## config.mk

```make
export PLATFORM = sky130hd
export DESIGN_NAME = cbi980_i2s_core
export DESIGN_NICKNAME = d
export VERILOG_FILES = /design/src/rtl/cbi980_i2s_core.sv
export SDC_FILE = /design/constraint.sdc
export NUM_CORES = 1
export LEC_CHECK = 0
export BUFFER_PORTS_ARGS = -buffer_cell sky130_fd_sc_hd__buf_2
export CAP_MARGIN = 20
export CORE_ASPECT_RATIO = 1.75
export CORE_MARGIN = 8
export CORE_UTILIZATION = 25
export CTS_CLUSTER_SIZE = 12
export DETAILED_ROUTE_END_ITERATION = 16
export GPL_TIMING_DRIVEN = 0
export PLACE_DENSITY = 0.41
export SETUP_SLACK_MARGIN = 0.02
export SYNTH_ARGS = -nofsm -noshare
export SYNTH_HDL_FRONTEND = slang
export SYNTH_SLANG_ARGS = --single-unit
```

## constraint.sdc

```tcl
create_clock -name aclk -period 11.5 [get_ports aclk]
set_input_delay 1.15 -clock aclk [delete_from_list [all_inputs] [get_ports aclk]]
set_output_delay 1.15 -clock aclk [all_outputs]
set_load 0.05 [all_outputs]
```

## src/rtl/cbi980_i2s_core.sv

```systemverilog
// CBI980 register bank, sample FIFO and I2S master transmitter (16b/ch, 32 BCLK/frame).
// Optional FIFO-low / error interrupt is built when CBI980_IRQ_EN is defined.
module cbi980_i2s_core #(
  parameter int FIFO_DEPTH = 16,
  parameter int CLKDIV_W   = 8
) (
  input  logic        aclk,
  input  logic        rst,
  input  logic        write_en,
  input  logic [31:0] write_addr,
  input  logic [31:0] write_data,
  input  logic        read_en,
  input  logic [31:0] read_addr,
  output logic [31:0] read_data,
  output logic        read_vld,
  output logic        i2s_bclk,
  output logic        i2s_lrclk,
  output logic        i2s_sdata,
  output logic        irq
);
  localparam int AW = $clog2(FIFO_DEPTH);
  localparam int CW = AW + 1;
  localparam logic [CW-1:0] DEPTH_C = CW'(FIFO_DEPTH);

  typedef enum logic {ST_IDLE = 1'b0, ST_RUN = 1'b1} state_t;

  state_t              state_r;
  logic                en_r, irq_mask_r, underrun_r, overflow_r, irq_r;
  logic [CLKDIV_W-1:0] clkdiv_r, div_cnt_r, div_lim_r;
  logic [31:0]         read_data_r, shift_r;
  logic                read_vld_r, bclk_r, lrclk_r, sdata_r, started_r;
  logic [4:0]          bit_cnt_r;
  logic [31:0]         mem_r [FIFO_DEPTH];
  logic [AW-1:0]       wr_ptr_r, rd_ptr_r;
  logic [CW-1:0]       count_r;

  logic wr_ctrl_s, wr_status_s, wr_clkdiv_s, wr_tx_s, flush_s;
  logic full_s, empty_s, push_s, pop_s, load_s, div_hit_s, fall_s;
  logic [4:0]  nxt_b_s;
  logic [8:0]  cnt9_s;
  logic [7:0]  level_s;
  logic [31:0] fifo_head_s, rd_mux_s;
  logic        unused_s;

  // Address decode, FIFO status and engine event strobes
  always_comb begin
    wr_ctrl_s   = write_en && (write_addr[3:2] == 2'd0);
    wr_status_s = write_en && (write_addr[3:2] == 2'd1);
    wr_clkdiv_s = write_en && (write_addr[3:2] == 2'd2);
    wr_tx_s     = write_en && (write_addr[3:2] == 2'd3);
    flush_s     = wr_ctrl_s && write_data[1];
    full_s      = (count_r == DEPTH_C);
    empty_s     = (count_r == {CW{1'b0}});
    push_s      = wr_tx_s && !full_s;
    div_hit_s   = (div_cnt_r == div_lim_r);
    fall_s      = (state_r == ST_RUN) && div_hit_s && bclk_r;
    nxt_b_s     = started_r ? (bit_cnt_r + 5'd1) : 5'd0;
    // A new frame is only fetched while enabled; otherwise the engine stops instead
    load_s      = fall_s && (nxt_b_s == 5'd0) && en_r;
    pop_s       = load_s && !empty_s;
    fifo_head_s = empty_s ? 32'h0000_0000 : mem_r[rd_ptr_r];
    cnt9_s      = 9'(count_r);
    level_s     = cnt9_s[8] ? 8'hFF : cnt9_s[7:0];
    unused_s    = ^{write_addr[31:4], write_addr[1:0], read_addr[31:4], read_addr[1:0]};
  end

  // Register read multiplexer
  always_comb begin
    case (read_addr[3:2])
      2'd0:    rd_mux_s = {29'd0, irq_mask_r, 1'b0, en_r};
      2'd1:    rd_mux_s = {16'h0000, level_s, 4'h0, overflow_r, underrun_r, full_s, empty_s};
      2'd2:    rd_mux_s = {{(32 - CLKDIV_W){1'b0}}, clkdiv_r};
      default: rd_mux_s = 32'h0000_0000;
    endcase
  end

  // Control/status registers and registered read response
  always_ff @(posedge aclk) begin
    if (rst) begin
      en_r        <= 1'b0;
      irq_mask_r  <= 1'b0;
      clkdiv_r    <= {CLKDIV_W{1'b0}};
      underrun_r  <= 1'b0;
      overflow_r  <= 1'b0;
      read_vld_r  <= 1'b0;
      read_data_r <= 32'h0000_0000;
    end else begin
      if (wr_ctrl_s) begin
        en_r <= write_data[0];
`ifdef CBI980_IRQ_EN
        irq_mask_r <= write_data[2];
`else
        irq_mask_r <= 1'b0;
`endif
      end
      if (wr_clkdiv_s) clkdiv_r <= write_data[CLKDIV_W-1:0];
      // Sticky error flags: a new event wins over a simultaneous W1C
      underrun_r  <= (underrun_r & ~(wr_status_s & write_data[2])) | (load_s & empty_s);
      overflow_r  <= (overflow_r & ~(wr_status_s & write_data[3])) | (wr_tx_s & full_s);
      read_vld_r  <= read_en;
      read_data_r <= read_en ? rd_mux_s : 32'h0000_0000;
    end
  end

  // FIFO pointers and occupancy
  always_ff @(posedge aclk) begin
    if (rst || flush_s) begin
      wr_ptr_r <= {AW{1'b0}};
      rd_ptr_r <= {AW{1'b0}};
      count_r  <= {CW{1'b0}};
    end else begin
      if (push_s) wr_ptr_r <= wr_ptr_r + {{(AW-1){1'b0}}, 1'b1};
      if (pop_s)  rd_ptr_r <= rd_ptr_r + {{(AW-1){1'b0}}, 1'b1};
      count_r <= count_r + {{(CW-1){1'b0}}, push_s} - {{(CW-1){1'b0}}, pop_s};
    end
  end

  // FIFO storage
  always_ff @(posedge aclk) begin
    if (push_s) mem_r[wr_ptr_r] <= write_data;
  end

  // I2S engine: BCLK divider, bit counter, shifter and word select
  always_ff @(posedge aclk) begin
    if (rst) begin
      state_r   <= ST_IDLE;
      div_cnt_r <= {CLKDIV_W{1'b0}};
      div_lim_r <= {CLKDIV_W{1'b0}};
      bclk_r    <= 1'b0;
      lrclk_r   <= 1'b0;
      sdata_r   <= 1'b0;
      bit_cnt_r <= 5'd0;
      started_r <= 1'b0;
      shift_r   <= 32'h0000_0000;
    end else begin
      case (state_r)
        ST_IDLE: begin
          div_cnt_r <= {CLKDIV_W{1'b0}};
          div_lim_r <= clkdiv_r;
          bclk_r    <= 1'b0;
          lrclk_r   <= 1'b0;
          sdata_r   <= 1'b0;
          bit_cnt_r <= 5'd0;
          started_r <= 1'b0;
          if (en_r) state_r <= ST_RUN;
        end
        ST_RUN: begin
          if (div_hit_s) begin
            div_cnt_r <= {CLKDIV_W{1'b0}};
            div_lim_r <= clkdiv_r;
            bclk_r    <= ~bclk_r;
          end else begin
            div_cnt_r <= div_cnt_r + {{(CLKDIV_W-1){1'b0}}, 1'b1};
          end
          if (fall_s) begin
            if ((nxt_b_s == 5'd0) && !en_r) begin
              state_r   <= ST_IDLE;
              bclk_r    <= 1'b0;
              lrclk_r   <= 1'b0;
              sdata_r   <= 1'b0;
              bit_cnt_r <= 5'd0;
              started_r <= 1'b0;
            end else begin
              bit_cnt_r <= nxt_b_s;
              started_r <= 1'b1;
              if (nxt_b_s == 5'd0) begin
                sdata_r <= fifo_head_s[31];
                shift_r <= {fifo_head_s[30:0], 1'b0};
              end else begin
                sdata_r <= shift_r[31];
                shift_r <= {shift_r[30:0], 1'b0};
              end
              if (nxt_b_s == 5'd31)      lrclk_r <= 1'b0;
              else if (nxt_b_s == 5'd15) lrclk_r <= 1'b1;
            end
          end
        end
        default: state_r <= ST_IDLE;
      endcase
    end
  end

`ifdef CBI980_IRQ_EN
  localparam logic [CW-1:0] HALF_C = CW'(FIFO_DEPTH / 2);
  // Interrupt: FIFO at or below half while running, or any sticky error
  always_ff @(posedge aclk) begin
    if (rst) irq_r <= 1'b0;
    else     irq_r <= irq_mask_r & ((en_r & (count_r <= HALF_C)) | underrun_r | overflow_r);
  end
`else
  // Interrupt not built: held low
  always_ff @(posedge aclk) begin
    irq_r <= 1'b0;
  end
`endif

  assign read_data = read_data_r;
  assign read_vld  = read_vld_r;
  assign i2s_bclk  = bclk_r;
  assign i2s_lrclk = lrclk_r;
  assign i2s_sdata = sdata_r;
  assign irq       = irq_r;
endmodule

```

==> results of run 1 <==
==> cell usage in the layout, fill, tap and decap left out, drive strengths merged, types with 2 or more instances in the layout <==
master / netlist / routed
a2111oi: 30 / 30
a21boi: 30 / 30
a21o: 2 / 2
a21oi: 53 / 53
a22oi: 66 / 66
and2: 3 / 3
and3: 10 / 10
buf: 45 / 131
clkbuf: 57 / 148
clkinv: 0 / 11
conb: 1 / 20
dfxtp: 99 / 99
edfxtp: 512 / 512
ha: 12 / 12
inv: 15 / 16
mux2i: 18 / 18
mux4: 128 / 128
nand2: 45 / 45
nand2b: 7 / 7
nand3: 14 / 14
nand3b: 2 / 2
nand4: 7 / 7
nor2: 50 / 50
nor2b: 6 / 6
nor3: 46 / 46
nor3b: 2 / 2
o21ai: 11 / 11
o22ai: 2 / 2
o31ai: 3 / 3
or3: 4 / 4
or4: 5 / 5
xnor2: 12 / 12
xor2: 10 / 10
==> routing by layer <==
layer / track usage [%] / part of all wire (%)
met1: 12.8 / 36
met2: 24.5 / 57
met3: 1.80 / 3.2
met4: 4.86 / 3.6
met5: 0 / 0.036
==> power by group <==
| group | switching [mW] | internal, mW | leakage (nW) |
|---|---|---|---|
| Combinational | 0.103 | 0.0369 | 2.38 |
| Sequential | 0.00595 | 2.41 | 5.40 |
| Clock | 0.833 | 0.970 | 0.833 |
| Total | 0.942 | 3.41 | 8.62 |
==> metrics by stage <==
stage / cells / power (mW) / setup slack, ns / util (%) / hold slack [ns]
after detailed placement: 2643 / 2.60 / 7.51 / 27.6 / 0.476
after global placement: 2612 / 2.60 / 3.18 / 27.1 / 0.461
final: 2747 / 4.36 / 7.76 / 29.4 / 0.482
after CTS: 2746 / 4.42 / 7.72 / 29.4 / 0.486
after global routing: 2746 / 4.50 / 7.34 / 29.4 / 0.505
after floorplan: 1341 / 2.53 / 7.00 / - / 0.446
==> worst max-delay path: stages (launching register included) <==
cell	delay [ns]
dfxtp_1	0.44
xnor2_1	0.15
nand4_1	0.29
nor3_1	0.88
nand4_1	0.45
xnor2_1	0.24
ha_1	0.21
inv_1	0.07
fa_1	0.21
inv_1	0.05
a21oi_1	0.12
nor2_1	0.06
or3_1	0.34
a21oi_1	0.14
==> area by class of cell <==
| type | instances | area [um^2] |
|---|---|---|
| sequential | 611 | 17400 |
| fill | 9410 | 67000 |
| timing repair buffer | 86 | 714 |
| tap | 1216 | 1520 |
| multi-input combinational | 613 | 6100 |
| clock inverter | 12 | 91.3 |
| clock buffer | 91 | 1630 |
| inverter | 15 | 56.3 |
| antenna | 1 | 2.50 |
| buffer | 102 | 485 |
==> cell families (layout without fill, tap and decap cells) <==
| logic type | Yosys count | in the layout | synth area share [%] |
|---|---|---|---|
| and+or+nand+nor | 207 | 207 | 4.36 |
| AOI/OAI and AO/OA | 204 | 204 | 5.99 |
| other | 1 | 21 | 0.0157 |
| DFF | 611 | 611 | 72.9 |
| buffers and inverters | 117 | 306 | 2.27 |
| adders and majority gates | 13 | 13 | 0.714 |
| muxes | 147 | 147 | 12.9 |
| xor gates and xnor gates | 22 | 22 | 0.872 |
==> final timing paths <==
path                 to  slack, ns  depth (start not counted)
max          count_r[4]       7.76                         13
min reg2reg  overflow_r       0.48                          2
min          overflow_r       0.48                          2
max reg2reg  count_r[4]       7.76                         13
==> state kept, by name, summed over array words and instances, names as in the netlist, 4 cells and up, named ones only <==
register   cells
rd_ptr_r       4
div_lim_r      8
shift_r       31
mem_r        512
wr_ptr_r       4
clkdiv_r       8
bit_cnt_r      5
div_cnt_r      8
count_r        5
read_data     13
==> metrics.md, run 1 <==
| Metric | Value |
|---|---|
| Hpwl dp | 45.3 mm |
| CTS clk-pin slew, worst paths | 0.07 ns |
| Async set-reset flop share out of synthesis | 0% |
| TritonRoute pass-1 iters | 5 |
| Crit path time final | 3.74 ns |
| Initial antenna violation count | 5 |
| Post-cts hold buffer count | 0 |
| Leakage | 8.62 nW |
| CP startpoint kind | register |
| Die height | 424 um |
| Clock Path Buffers | 3 |
| Layout cells sized above 1 | 23.0% |
| Cell Rows | 150 |
| Largest net degree at the start of global routing | 22 |
| Via count | 12,700 |
| Die Wd | 249 um |
| Ports | 137 |
| Worst min path class | reg -> reg |
| FF+latch count, synth | 611 |
| Synthesized instance count | 1,322 |
| Max-cap violation count | 0 |
| Gr usage total | 12.3% |
| Top_reg_cell synth | edfxtp_1 |
| Setup CP Type | reg -> reg |
| Hold_sp | overflow_r |
| Area grow syn2layout | 17.4% |
| Sequential-to-total area share from yosys stat | 72.9% |
| Core area | 95,000 um^2 |
| Max-slew headroom | 26.7% |
| DR DRC count | 0 |
| Nets | 1,601 |
| Post-CTS resize count | 0 |
| Routability-driven placement congestion ratio | 0.780 |
| Crit path from | div_cnt_r[2] |
| CTS sink count | 611 |
| Crit path DAT | 4.29 ns |
| Number of global-route vias before repair | 13,800 |
| Final setup TNS | 0 ns |
| Main area contributors after synthesis | edfxtp_1 65%, mux4_2 12%, dfxtp_1 8.3% |
| Yosys top cell area share | 64.5% |
| Cell taking the most area after synthesis | edfxtp_1 |
| Worst vdd ir | 0.113 mV |
| Remaining antenna violation count | 0 |
| Final setup viols | 0 |
| Design Area, Final | 28,000 um^2 |
| Cell area after synthesis | 23,800 um^2 |
| Remaining Overflow, GRT | 0 |
| Warnings from Yosys | 0 |
| Post-synth EDFFs | 512 |
| Crit path max fanout | 9 |
| Most frequent cell after synthesis | edfxtp_1 |
| 1st-iter DRT viols | 686 |
| Dpl cell area | 26,200 um^2 |
| IO Port Bufs | 55 |
| H-tree depth | 2 |
| Synthesized area per cell | 18.0 um^2 |
| Vias/cell | 4.62 |
| Clk_lat worst skew | 0.64 ns |
| Avg WL per Cell | 24.0 um |
| RSZ-0062 raised after global routing | no |
| Status | complete, no violations |
| First-pass GRT wire length | 96.4 mm |
| Fin. Hold Viols | 0 |
| Starting Density | 25.1% |
| Final clock skew | 0.0139 ns |
| Final Max Slew Viols | 0 |
| CP endpoint kind | register |
| DRT Wirelength | 66.1 mm |
| R2R Path Start | div_cnt_r[2] |
| Slew @ Worst Pin | 1.09 ns |
| TritonCTS clock tree | done |
| Top cells by count, synth | 512 x edfxtp_1, 128 x mux4_2, 99 x dfxtp_1 |
| Post-CTS Setup Bufs | 0 |
| P per Cell Area | 156 nW/um^2 |
| Critical Path RT | 12.05 ns |
| Root Buffer | clkbuf_16 |
| CTS buffer count | 59 |
| Period utilisation layout | 32.5% |
| Max frequency | 267 MHz |
| Unique masters post-synth | 55 |
| DIE AREA | 106,000 um^2 |
No activity file was read; power rests on OpenSTA's default activity.
==> run 2, diff against run 1 <==
- clock period: 11.5 -> 3.8 ns (I/O delays scaled with it)
==> metrics.md, run 2 (synthesis gave the netlist of run 1 again) <==
| Metric | Value |
|---|---|
| Period utilisation layout | 95.1% (+63 points) |
| RSZ-0062 raised after global routing | no |
| CP peak stage delay | 0.82 ns (-0.06 ns) |
| Most frequent CP cell | clkbuf_1 |
| Final Max Slew Viols | 0 (unchanged) |
| Combinational share of power | 3.2% (about the same) |
| Core area | 95,000 um^2 (unchanged) |
| Root Buffer | clkbuf_16 |
| Max frequency | 277 MHz (+3.5%) |
| Net switching power | 2.90 mW (+210%) |
| Worst hold stages | 3 (+1) |
| Clock Path Buffers | 3 (unchanged) |
| Largest Register | mem_r |
| Clk_lat worst skew | 0.64 ns (about the same) |
| P per Cell Area | 474 nW/um^2 (+200%) |
| Dpl cell area | 26,300 um^2 (+0.38%) |
| Worst vdd ir | 0.350 mV (+210%) |
| TritonRoute pass-1 iters | 5 (unchanged) |
| Filler cells | 9,360 (-0.53%) |
| Gr usage total | 12.5% (+0.18 points) |
| Power Total | 13.4 mW (+210%) |
| Max-slew headroom | 26.8% (+0.15 points) |
| Switch share | 21.7% (+0.085 points) |
| H-tree depth | 2 (unchanged) |
| Hold_sp | read_addr[2] |
| Critical register-to-register path endpoint | shift_r[24] |
| 1st-iter DRT viols | 643 (-6.3%) |
| Final hold slack | 0.0630 ns (-0.419 ns) |
| DR DRC count | 0 (unchanged) |
| Ports | 137 (unchanged) |
| Die Wd | 249 um (unchanged) |
| TritonCTS clock tree | done |
| Remaining Overflow, GRT | 0 (unchanged) |
| IO Port Bufs | 55 (unchanged) |
| Fin. Hold Viols | 0 (unchanged) |
| Cell Rows | 150 (unchanged) |
| Critical-path top delay cell | clkbuf_1 |
| Starting Density | 25.1% (unchanged) |
| Via count | 12,600 (-0.39%) |
| Sequential power share | 54.7% (-0.7 points) |
| Design Area, Final | 28,200 um^2 (+0.70%) |
| Crit-path cells | clkbuf_1, clkbuf_1, mux4_2, a22oi_1, nand2_1, a2111oi_0, nor3_1 |
| Leading cell type in the layout, fill and taps excluded | edfxtp_1 |
| Critical Path RT | 4.31 ns (-7.74 ns) |
| CTS buffer count | 59 (unchanged) |
| Max-cap violation count | 0 (unchanged) |
| Routability-driven placement congestion ratio | 0.761 (-2.5%) |
| Max FFs per register | 512 (unchanged) |
| Crit path max fanout | 10 (+1) |
| Setup CP Type | reg -> reg |
| DRT Wirelength | 67.1 mm (+1.6%) |
| Initial antenna violation count | 4 (-1) |
| Crit path DAT | 4.12 ns (-0.17 ns) |
| Nets | 1,600 (-0.062%) |
| Hold EP | read_data[0] |
| Hpwl dp | 46.0 mm (+1.5%) |
| DIE AREA | 106,000 um^2 (unchanged) |
| CP endpoint kind | register |
| Final clock skew | 0.0155 ns (+0.00156 ns) |
| Area grow syn2layout | 18.2% |
| Largest net degree at the start of global routing | 20 (-9.1%) |
| Worst min path class | in -> reg |
| Most frequent cells in the layout | 512 x edfxtp_1, 128 x mux4_2, 99 x dfxtp_1 |
| Worst r2r path cells | 7 (-6) |
| Die height | 424 um (unchanged) |
| CP startpoint kind | register |
| Slew @ Worst Pin | 1.10 ns (+0.00781 ns) |
| CTS clk-pin slew, worst paths | 0.06 ns (about the same) |
| Leakage | 8.65 nW (+0.31%) |
| R2r setup slk | 0.19 ns (-7.58 ns) |
| Status | complete, no violations |
| Clock power share | 42.1% (+0.7 points) |
| Final setup viols | 0 (unchanged) |
| CP delay by family, top | buffers and inverters |
| Number of global-route vias before repair | 13,800 (-0.072%) |
| Remaining antenna violation count | 0 (unchanged) |
| Avg WL per Cell | 24.4 um (+1.6%) |
| Crit path time final | 3.61 ns (-0.125 ns) |
| CTS sink count | 611 (unchanged) |
| Reg area | 17,400 um^2 (unchanged) |
| First-pass GRT wire length | 97.5 mm (+1.1%) |
| Layout cells sized above 1 | 23.1% (+0.096 points) |
| CP bufs+invs | 2 (unchanged) |
| P_int | 10.5 mW (+210%) |
| Multi-input logic area | 6130 um^2 (+0.49%) |
| Vias/cell | 4.60 (-0.32%) |
run 2: cell count changes in the layout (fill, tap and decap cells not counted), moves of 2 or more:
| cell | delta |
|---|---|
| buf_6 | -15 |
| buf_16 | +7 |
| buf_8 | +5 |
| nor3_4 | +4 |
| clkbuf_8 | +3 |
| clkinv_1 | -3 |
| nor3_2 | -3 |
| clkinv_2 | -2 |
run 2: timing repair:
action | 4_1_cts | 5_1_grt
endpoints found under the setup margin | 1 | 2
gates resized for setup | 1 | 0
pin swaps | 0 | 1
hold buffers | 1 | 0
setup buffers | 2 | 2
hold endpoints to repair | 1 | 0
run 2: tightest hold or removal path: stages:
cell	delay, ns
buf_2	0.11
o22a_1	0.12
nor2_1	0.04
run 2: worst max path at each step:
stage                       from      endpoint  slack [ns]  depth (start not counted)
finish                  register   shift_r[24]        0.19                          7
global route            register   shift_r[26]        0.05                          7
CTS                 bit_cnt_r[0]    count_r[4]        0.12                         16
detailed placement  div_cnt_r[2]    count_r[4]       -0.03                         13
global placement      count_r[2]  mem_r[6][20]       -2.01                          7
floorplan             count_r[2]   mem_r[7][0]        0.60                          7
run 2: per-stage QoR:
stage / worst slack [ns] / TNS, ns / utilization, % / cells
CTS: 0.118 / 0 / 29.6 / 2742
finish: 0.185 / 0 / 29.6 / 2745
detailed placement: -0.0340 / -0.0340 / 27.7 / 2637
global route: 0.0485 / 0 / 29.6 / 2744
global placement: -2.01 / -894.52 / 27.1 / 2612
floorplan: 0.597 / 0 / - / 1341
run 2: power groups by stage:
stage / combinational (mW) / sequential, mW / clock, mW
finish: 0.432 / 7.30 / 5.62
global route: 0.472 / 7.30 / 6.01
CTS: 0.438 / 7.30 / 5.80
detailed placement: 0.436 / 7.45 / 0
global placement: 0.410 / 7.45 / 0
floorplan: 0.216 / 7.45 / 0
run 2: area by class of cell:
cell class	count	share of cell area, %
flip-flops and latches	611	61.6
multi-input cells	613	21.8
clock buffers	93	5.91
well taps	1216	5.40
repair buffers	85	2.94
plain buffers	102	1.72
clock inverters	9	0.382
inverters	15	0.200
diodes	1	0.00889
run 2: metal layers:
layer / GRT usage (%) / up-vias / wire (um)
li1: - / 5627 / -
met3: 1.74 / 100 / 2280
met2: 24.6 / 275 / 37800
met4: 4.59 / 6 / 2190
met1: 13.4 / 6626 / 24700
met5: 0 / - / 36
==> run 3, diff against run 2 <==
- CORE_ASPECT_RATIO: 1.75 -> default
==> metrics.md, run 3 (synthesis gave the netlist of run 1 again) <==
| Metric | Value |
|---|---|
| Fin. Hold Viols | 0 (unchanged) |
| Layout cells sized above 1 | 24.1% (+1.0 points) |
| Max FFs per register | 512 (unchanged) |
| Period utilisation layout | 92.0% (-3.1 points) |
| Via count | 12,800 (+1.5%) |
| Combinational share of power | 2.9% (-0.3 points) |
| Starting Density | 25.1% (+0.063 points) |
| Worst min path class | in -> reg |
| CP bufs+invs | 3 (+1) |
| 1st-iter DRT viols | 863 (+34%) |
| Critical-path top delay cell | or4_4 |
| Number of global-route vias before repair | 13,300 (-3.4%) |
| CP peak stage delay | 0.44 ns (-0.38 ns) |
| Status | complete, no violations |
| Setup ws final | 0.302 ns (+0.117 ns) |
| WL met3 | 3.48 mm (+53%) |
| Avg WL per Cell | 22.6 um (-7.7%) |
| Vias/cell | 4.56 (-0.92%) |
| Die height | 325 um (-23%) |
| P_int | 11.3 mW (+7.8%) |
| Slew @ Worst Pin | 0.977 ns (-0.121 ns) |
| CTS clk-pin slew, worst paths | 0.05 ns (about the same) |
| Power Total | 14.4 mW (+7.6%) |
| Critical Path RT | 4.32 ns (about the same) |
| Most frequent cells in the layout | 512 x edfxtp_1, 128 x mux4_2, 99 x dfxtp_1 |
| CP endpoint kind | register |
| IO Port Bufs | 55 (unchanged) |
| CP startpoint kind | register |
| Sequential power share | 50.8% (-3.9 points) |
| Hpwl dp | 41.6 mm (-9.4%) |
| DRT Wirelength | 63.4 mm (-5.4%) |
| Worst vdd ir | 0.297 mV (-15%) |
| First-pass GRT wire length | 93.8 mm (-3.8%) |
| CP delay by family, top | simple AND/OR/NAND/NOR gates |
| Clk_lat worst skew | 0.61 ns (-0.03 ns) |
| Max-slew headroom | 34.9% (+8.0 points) |
| Ports | 137 (unchanged) |
| P per Cell Area | 501 nW/um^2 (+5.7%) |
| Max-cap violation count | 0 (unchanged) |
| CTS buffer count | 71 (+20%) |
| Leakage | 8.86 nW (+2.5%) |
| Crit path DAT | 4.02 ns (-0.10 ns) |
| TritonRoute pass-1 iters | 5 (unchanged) |
| Dpl cell area | 26,400 um^2 (about the same) |
| CTS sink count | 611 (unchanged) |
| Largest Register | mem_r |
| Crit path time final | 3.50 ns (-0.117 ns) |
| Cell Rows | 113 (-25%) |
| Remaining Overflow, GRT | 0 (unchanged) |
| Net switching power | 3.09 mW (+6.5%) |
| Crit path max fanout | 6 (-4) |
| R2r setup slk | 0.30 ns (+0.12 ns) |
| Core area | 94,700 um^2 (-0.25%) |
| Area grow syn2layout | 20.3% |
| Leading cell type in the layout, fill and taps excluded | edfxtp_1 |
| Clock power share | 46.2% (+4.1 points) |
| Met1 WL | 29.4 mm (+19%) |
| Remaining antenna violation count | 0 (unchanged) |
| Final hold slack | 0.0957 ns (+0.0327 ns) |
| Setup CP Type | reg -> reg |
| Largest net degree at the start of global routing | 19 (-5.0%) |
| Nets | 1,605 (+0.31%) |
| Top Layer Used | met4 |
| Root Buffer | clkbuf_16 |
| Switch share | 21.5% (-0.20 points) |
| RSZ-0062 raised after global routing | no |
| Max frequency | 286 MHz (+3.3%) |
| Routability-driven placement congestion ratio | 0.733 (-3.7%) |
| TritonCTS clock tree | done |
| Initial antenna violation count | 2 (-2) |
| Final setup viols | 0 (unchanged) |
| DIE AREA | 105,000 um^2 (-0.37%) |
| Final clock skew | 0.0226 ns (+0.00713 ns) |
| Clock Path Buffers | 3 (unchanged) |
| DR DRC count | 0 (unchanged) |
| Place WS | 0.0755 ns (+0.110 ns) |
| Die Wd | 325 um (+30%) |
| Met2 wire length | 29.0 mm (-23%) |
| Final Max Slew Viols | 0 (unchanged) |
| H-tree depth | 3 (+1) |
| Design Area, Final | 28,600 um^2 (+1.7%) |
| Gr usage total | 11.9% (-0.66 points) |
| Crit-path cells | ha_1, or4_4, o221ai_4, and3_1, buf_2, nand4_1, xnor2_1, ha_1, inv_1, fa_1, inv_1, a21oi_1, nor2_1, or3_1, a21oi_1 |
## run 3: cell count changes in the layout (fill, tap and decap cells not counted), sizes merged
cell and delta:
buf -6, bufinv +3, clkbuf -1, clkinv +22, clkinvlp -1, dlygate4sd3 -1
inv +2
## run 3: repair_timing
item                                    4_1_cts  5_1_grt
buffers inserted                              0        2
hold buffers                                  0        0
resized for setup                             0        1
endpoints found under the setup margin        0        3
## run 3: worst min-delay path, cell delays in order
cell     delay, ns
buf_2         0.12
o21ai_0       0.07
a21oi_1       0.06
## run 3: cell type report
| type | instances | area [um^2] |
|---|---|---|
| Antenna cell | 1 | 2.50 |
| Buffer | 102 | 485 |
| Clock buffer | 92 | 1930 |
| Clock inverter | 35 | 337 |
| Fill cell | 9358 | 66100 |
| Inverter | 15 | 56.3 |
| Multi-Input combinational cell | 613 | 6140 |
| Sequential cell | 611 | 17400 |
| Tap cell | 1265 | 1580 |
| Timing Repair Buffer | 78 | 761 |
## run 3: final timing paths
kind	from	endpoint	depth (start not counted)
setup reg to reg	bit_cnt_r[0]	count_r[4]	15
hold / removal	write_addr[3]	overflow_r	3
setup / recovery	bit_cnt_r[0]	count_r[4]	15
hold reg to reg	overflow_r	overflow_r	2
## run 3: power groups by stage
stage / logic (mW) / registers (mW) / clock network, mW
5_1_grt: 0.466 / 7.31 / 7.09
3_5_place_dp: 0.426 / 7.45 / 0
4_1_cts: 0.429 / 7.30 / 6.86
6_report: 0.423 / 7.30 / 6.64
2_1_floorplan: 0.216 / 7.45 / 0
3_3_place_gp: 0.407 / 7.45 / 0
## run 3: layer usage
metal / vias to the layer above / GRT usage, %
met2: 319 / 18.6
met1: 6735 / 16.4
met5: - / 0
li1: 5669 / -
met3: 100 / 2.95
met4: 0 / 3.17
## run 3: metrics by stage
step	utilization [%]	TNS, ns	cells
after detailed placement	27.8	0	2682
after floorplan	-	0	1341
after CTS	30.2	0	2809
final	30.2	0	2812
after global placement	27.2	-841.90	2661
after global routing	30.2	0	2811
